[src/rtl/product_accumulator.sv]
// product_accumulator: sums N valid/ready products into a frame sum with a sticky overflow flag.
// Define ACC_SATURATE_EN to clamp at the maximum value instead of wrapping.
module product_accumulator #(
  parameter int N     = 8,
  parameter int ACC_W = 12
) (
  input  logic             clk,
  input  logic             rst_n,
  input  logic             clr,
  input  logic             in_valid,
  output logic             in_ready,
  input  logic [7:0]       prod,
  output logic             out_valid,
  input  logic             out_ready,
  output logic [ACC_W-1:0] sum,
  output logic             ovf,
  output logic [4:0]       cnt
);
  typedef enum logic {ACC, OUT} state_t;
  state_t           state_q, state_d;
  logic [ACC_W-1:0] acc_q, acc_d, sum_q, sum_d, acc_nx;
  logic             sticky_q, sticky_d, ovf_q, ovf_d, carry, accept, last;
  logic [5:0]       cnt_q, cnt_d;
  logic [ACC_W:0]   ext;
  assign ext    = {1'b0, acc_q} + (ACC_W+1)'(prod);
  assign carry  = ext[ACC_W];
`ifdef ACC_SATURATE_EN
  assign acc_nx = carry ? '1 : ext[ACC_W-1:0];
`else
  assign acc_nx = ext[ACC_W-1:0];
`endif
  assign in_ready  = state_q == ACC && !clr;
  assign out_valid = state_q == OUT;
  assign accept    = in_valid && in_ready;
  assign last      = cnt_q == 6'(N-1);
  assign sum       = sum_q;
  assign ovf       = ovf_q;
  // Internal count is 6 bits so that N=32 can be reached; the port shows the low 5.
  assign cnt       = cnt_q[4:0];
  always_comb begin
    state_d  = state_q;
    acc_d    = acc_q;
    sticky_d = sticky_q;
    cnt_d    = cnt_q;
    sum_d    = sum_q;
    ovf_d    = ovf_q;
    if (clr || (state_q == OUT && out_ready)) begin
      state_d  = ACC;
      acc_d    = '0;
      sticky_d = 1'b0;
      cnt_d    = '0;
    end else if (accept) begin
      acc_d    = acc_nx;
      sticky_d = sticky_q | carry;
      cnt_d    = cnt_q + 6'd1;
      if (last) begin
        sum_d   = acc_nx;
        ovf_d   = sticky_q | carry;
        state_d = OUT;
      end
    end
  end
  always_ff @(posedge clk) begin
    if (!rst_n) begin
      state_q  <= ACC;
      acc_q    <= '0;
      sticky_q <= 1'b0;
      cnt_q    <= '0;
      sum_q    <= '0;
      ovf_q    <= 1'b0;
    end else begin
      state_q  <= state_d;
      acc_q    <= acc_d;
      sticky_q <= sticky_d;
      cnt_q    <= cnt_d;
      sum_q    <= sum_d;
      ovf_q    <= ovf_d;
    end
  end
endmodule

[config.mk]
export PLATFORM = sky130hd
export DESIGN_NAME = product_accumulator
export DESIGN_NICKNAME = d
export VERILOG_FILES = /design/src/rtl/product_accumulator.sv
export SDC_FILE = /design/constraint.sdc
export NUM_CORES = 1
export LEC_CHECK = 0
export BUFFER_PORTS_ARGS = -buffer_cell sky130_fd_sc_hd__buf_2
export CAP_MARGIN = 20
export CORE_ASPECT_RATIO = 0.9
export CORE_MARGIN = 1.5
export CORE_UTILIZATION = 59
export DETAILED_ROUTE_END_ITERATION = 7
export GPL_TIMING_DRIVEN = 1
export PLACE_DENSITY = 0.84
export SYNTH_ARGS = -nofsm -noshare
export SYNTH_HDL_FRONTEND = slang
export SYNTH_SLANG_ARGS = --single-unit
[constraint.sdc]
create_clock -name clk -period 4.2 [get_ports clk]
set_clock_uncertainty 0.05 [all_clocks]
set_input_delay 0.84 -clock clk [delete_from_list [all_inputs] [get_ports clk]]
set_output_delay 0.84 -clock clk [all_outputs]
set_load 0.05 [all_outputs]
# == Word level (Yosys, flattened, before mapping) ==
# Cells that the tools add are included.
# classes
add_sub_neg,2
eq_ne,1
bitwise_logic,4
n_reduce_logical,8
# ops
cell,n
$add A12 B8 Y13,1
$add A6 B1 Y6 const B,1
$eq A6 B3 Y1 const B,1
$logic_and A1 B1 Y1,3
$not A1 Y1,3
$reduce_and A3 Y1,1
$reduce_and A2 Y1,1
$reduce_or A2 Y1,1
$logic_not A1 Y1,1
$logic_or A1 B1 Y1,1
$or A1 B1 Y1,1
# word_totals
ff_bits,33
in_bits,13
out_inout_bits,20
elab_cells,21

# == Longest topological paths before layout ==
# depth
ltp_word,4
mapped_depth,7
mapped_depth_nobuf,7

# == Least setup slack after synthesis ==
# No wires, ideal clock.
# synth_path
kind,input -> register
startpoint,input port clr
endpoint,register acc_q[7]
setup_time_ps,63
arrival_ps,2439
required_ps,4087
setup_slack_ps,1648
stages,5
path_buffers,0
cell_sequence,nor2_1 > nand2_1 > nor2_4 > or4b_1 > nand3_1
# synth_between
elab_chain_cells,3
word_cells_on_any_way,5
cone_classes,reduce/logical (5)
# synth_rtl
element,line_no,text
start: declaration,9,"input logic clr,"
$logic_not A1 Y1,32,assign in_ready = state_q == ACC && !clr;
$logic_and A1 B1 Y1,32,
$logic_and A1 B1 Y1,34,assign accept = in_valid && in_ready;
end signal: assignment,66,acc_q <= '0;
end signal: assignment,73,acc_q <= acc_d;
end: declaration,21,"logic [ACC_W-1:0] acc_q, acc_d, sum_q, sum_d, acc_nx;"
# Parallel ways exist; a longest one is shown, timed or not.
# A chain may end at the register's enable or synchronous reset.

# == Final worst setup path ==
# layout_path
startpoint,input port clr
endpoint,"register sum_q[7], in the netlist sum[7]"
# layout_between
elab_chain_cells,4
word_cells_on_any_way,6
cone_classes,bitwise (1); reduce/logical (5)
# layout_rtl
element,line_no,text
$logic_not A1 Y1,32,
$logic_and A1 B1 Y1,32,
$logic_and A1 B1 Y1,34,
$reduce_and A3 Y1 (no source line) *,--,
end signal: assignment,76,sum_q <= sum_d;
end: declaration,21,
# Mark *: on every way between the ends. The rest lies on a longest branch, timed or not.

==> summary.txt <==
Placement
  • Pre-CTS setup slack: 1.33 ns
  • Routability congestion estimate: 0.838
  • IO buf count: 32
  • HPWL Detailed: 2.56 mm
  • DP Cell Count: 270
  • Cell Area, Placed: 1870 um2

Timing
  • Setup TNS: 0 ns
  • Achievable Freq: 393 MHz
  • Final Critical Period: 2.54 ns
  • Worst slew margin: 46.8%
  • RSZ-0062 raised after global routing: no
  • Fin crit share: 60.6%
  • Final hold viol count: 0
  • Setup ws final: 1.66 ns
  • Actual slew at the worst max-slew pin: 0.793 ns
  • Hold_ws: 0.409 ns
  • Final setup violation count: 0
  • Max-slew violations: 0

Drt
  • Post-route DRC: 0
  • Routed length per instance: 12.8 um
  • DR iter-0 viols: 113
  • Vias: 1553
  • Antenna viol nets, final: 0
  • DR pass1 iterations: 4
  • Via density: 5.59
  • Final WL: 3.55 mm

Logic synthesis
  • Top post-synthesis cells by count: nand2_1, dfxtp_1, a21oi_1, nor2_1, nand3_1
  • Synthesized Nets: 236
  • Synth warnings: 0
  • Top_reg_cell synth: dfxtp_1
  • Sequential share of the synthesized area: 37.7%
  • Syn_area_per_cell: 8.24 um2
  • Most frequent cell after synthesis: nand2_1
  • Post-synthesis instance area: 1750 um2
  • Ys async rst share: 0%
  • Post-synth top area cell: dfxtp_1
  • Flip-flop and latch count after synthesis: 33
  • Post-synth EDFFs: 0
  • Post-synth top area share: 37.7%
  • Top cells by area, synth: dfxtp_1, nand2_1, a21oi_1
  • Yosys cell types: 39
  • Mapped Cells: 213

Setup path
  • Crit Reg-Reg Startpoint: out_valid$_SDFFE_PP0P_
  • Family with the most delay on the worst path: simple AND/OR/NAND/NOR gates
  • Worst Setup End Kind: flop
  • Max FO, Critical Path: 19
  • Startpoint Class: input port
  • Most frequent CP cell: nand3_1
  • R2r worst-path depth: 5
  • Critical Setup Path Class: input port to flop
  • Setup slack, reg-to-reg: 1.89 ns
  • Worst path max stage delay: 0.71 ns
  • Worst-path cell chain: buf_2 > nor3b_4 > and4_1 > nand3_1 > or3_1 > nand3_1
  • Worst setup startpoint: clr
  • Worst EP required: 4.43 ns
  • Critical Path AT: 2.77 ns
  • FF-to-FF End: sum[7]$_SDFFE_PN0P_
  • WP buf/inv: 1
  • CP max-delay cell: and4_1

Clock network
  • CTS H-Tree Depth: 2
  • CTS resizes: 0
  • CTS tree: yes
  • CTS root buf: clkbuf_4
  • Clock-pin slew on the worst setup and hold paths: 0.09 ns
  • Clock Path Buffers: 2
  • Clock Latency Late Sink: 0.34 ns
  • Post-CTS Setup Inserts: 0
  • CTS Hold Buffers Added: 0
  • TritonCTS Sinks: 33
  • Number of buffers created by CTS: 5

Global route
  • Total grt overflow: 0
  • Vias in the first global route: 1322
  • Largest net degree at the start of global routing: 20
  • First-pass GRT wire length: 5.82 mm
  • All-Layer GR Usage: 24.3%
  • Initial antenna violation count: 0

Power and ir drop
  • Power, Total: 537 uW
  • Power Dens Cells: 280 nW/um2
  • Peak VDD IR: 0.000201 V
  • Pleak: 0.814 nW

Floorplanning
  • Core Region: 2790 um2
  • Die Y: 54.7 um
  • Die Wd: 60.5 um
  • Row count: 18
  • I/O Pins: 33
  • Die Footprint: 3310 um2
  • Initial Util: 62.8%

Run status
  • Status: finished, final reports clean

Min path
  • Worst Hold Class: flop to flop
  • Hold Crit Start: sum[8]$_SDFFE_PN0P_
  • Hold depth: 2
  • WHS Endpoint: sum[8]$_SDFFE_PN0P_

Finish
  • Core Util, Final: 68.7%
  • Layout area overhead: 9.42%
  • Finished layout cell area: 1920 um2
  • Layout Cells excl Fill: 278
  • Antenna fix cells: 0
  • Layout cells sized above 1: 17.2%
  • Nets@finish: 260

Run
  • Max cap viols: 0
registers in the layout, indices dropped and copies added, names as in the netlist:
signal     cells
acc_q         12
cnt_q          6
out_valid      1
ovf            1
sticky_q       1
sum           12
power breakdown:
part	internal, mW	switching [mW]
logic	0.0196	0.0361
registers	0.315	0.00177
clock network	0.0666	0.0981
placed cells by master, fill, tap and decap left out, types with 3 or more instances in the layout:
cell type	n
buf_2	32
a211oi_1	5
o211ai_1	3
nand3_1	12
xor2_1	7
o21ai_0	7
nand4_1	4
a21o_1	3
dfxtp_1	33
or3_1	3
nor2_1	16
nand2_1	38
clkbuf_1	3
xnor2_1	4
ha_1	9
a21oi_1	25
clkbuf_4	5
per-layer routing:
layer | track usage (%) | wire (um) | part of all wire (%)
met5 | 0 | 0 | 0
met4 | 12.0 | 47 | 1.3
met3 | 6.15 | 267 | 7.5
met2 | 37.9 | 1640 | 46
met1 | 31.5 | 1600 | 45
worst reg2reg max path, delay by kind of cell, from the launching register on:
| family | cells | cell delay [ns] |
|---|---|---|
| and+or+nand+nor | 5 | 1.83 |
| DFF | 1 | 0.38 |
cells by family after synthesis:
group | synth area share, %
flops | 37.7
mux | 1.14
fa+ha+maj | 7.56
simple gates | 22.8
buf+inv | 6.13
compound gates | 19.3
xor+xnor | 5.49
area by class of cell:
class                      instances  area (um2)
clock buffer                       8        48.8
fill                             262         873
inverter                           3        13.8
multi-input combinational        162         986
sequential                        33         661
tap                               40        50.0
timing repair buffer              32         160
worst max path at each step:
stage                     slack (ns)  cells past startpoint               endpoint
after floorplan                 1.65                      5  acc_q[7]$_SDFFE_PP0P_
after global placement          1.39                      6    sum[7]$_SDFFE_PN0P_
after detailed placement        1.33                      6    sum[7]$_SDFFE_PN0P_
after CTS                       1.67                      6    sum[7]$_SDFFE_PN0P_
after global routing            1.48                      6    sum[7]$_SDFFE_PN0P_
final                           1.66                      6    sum[7]$_SDFFE_PN0P_
Power figures use the tool's default switching activity.
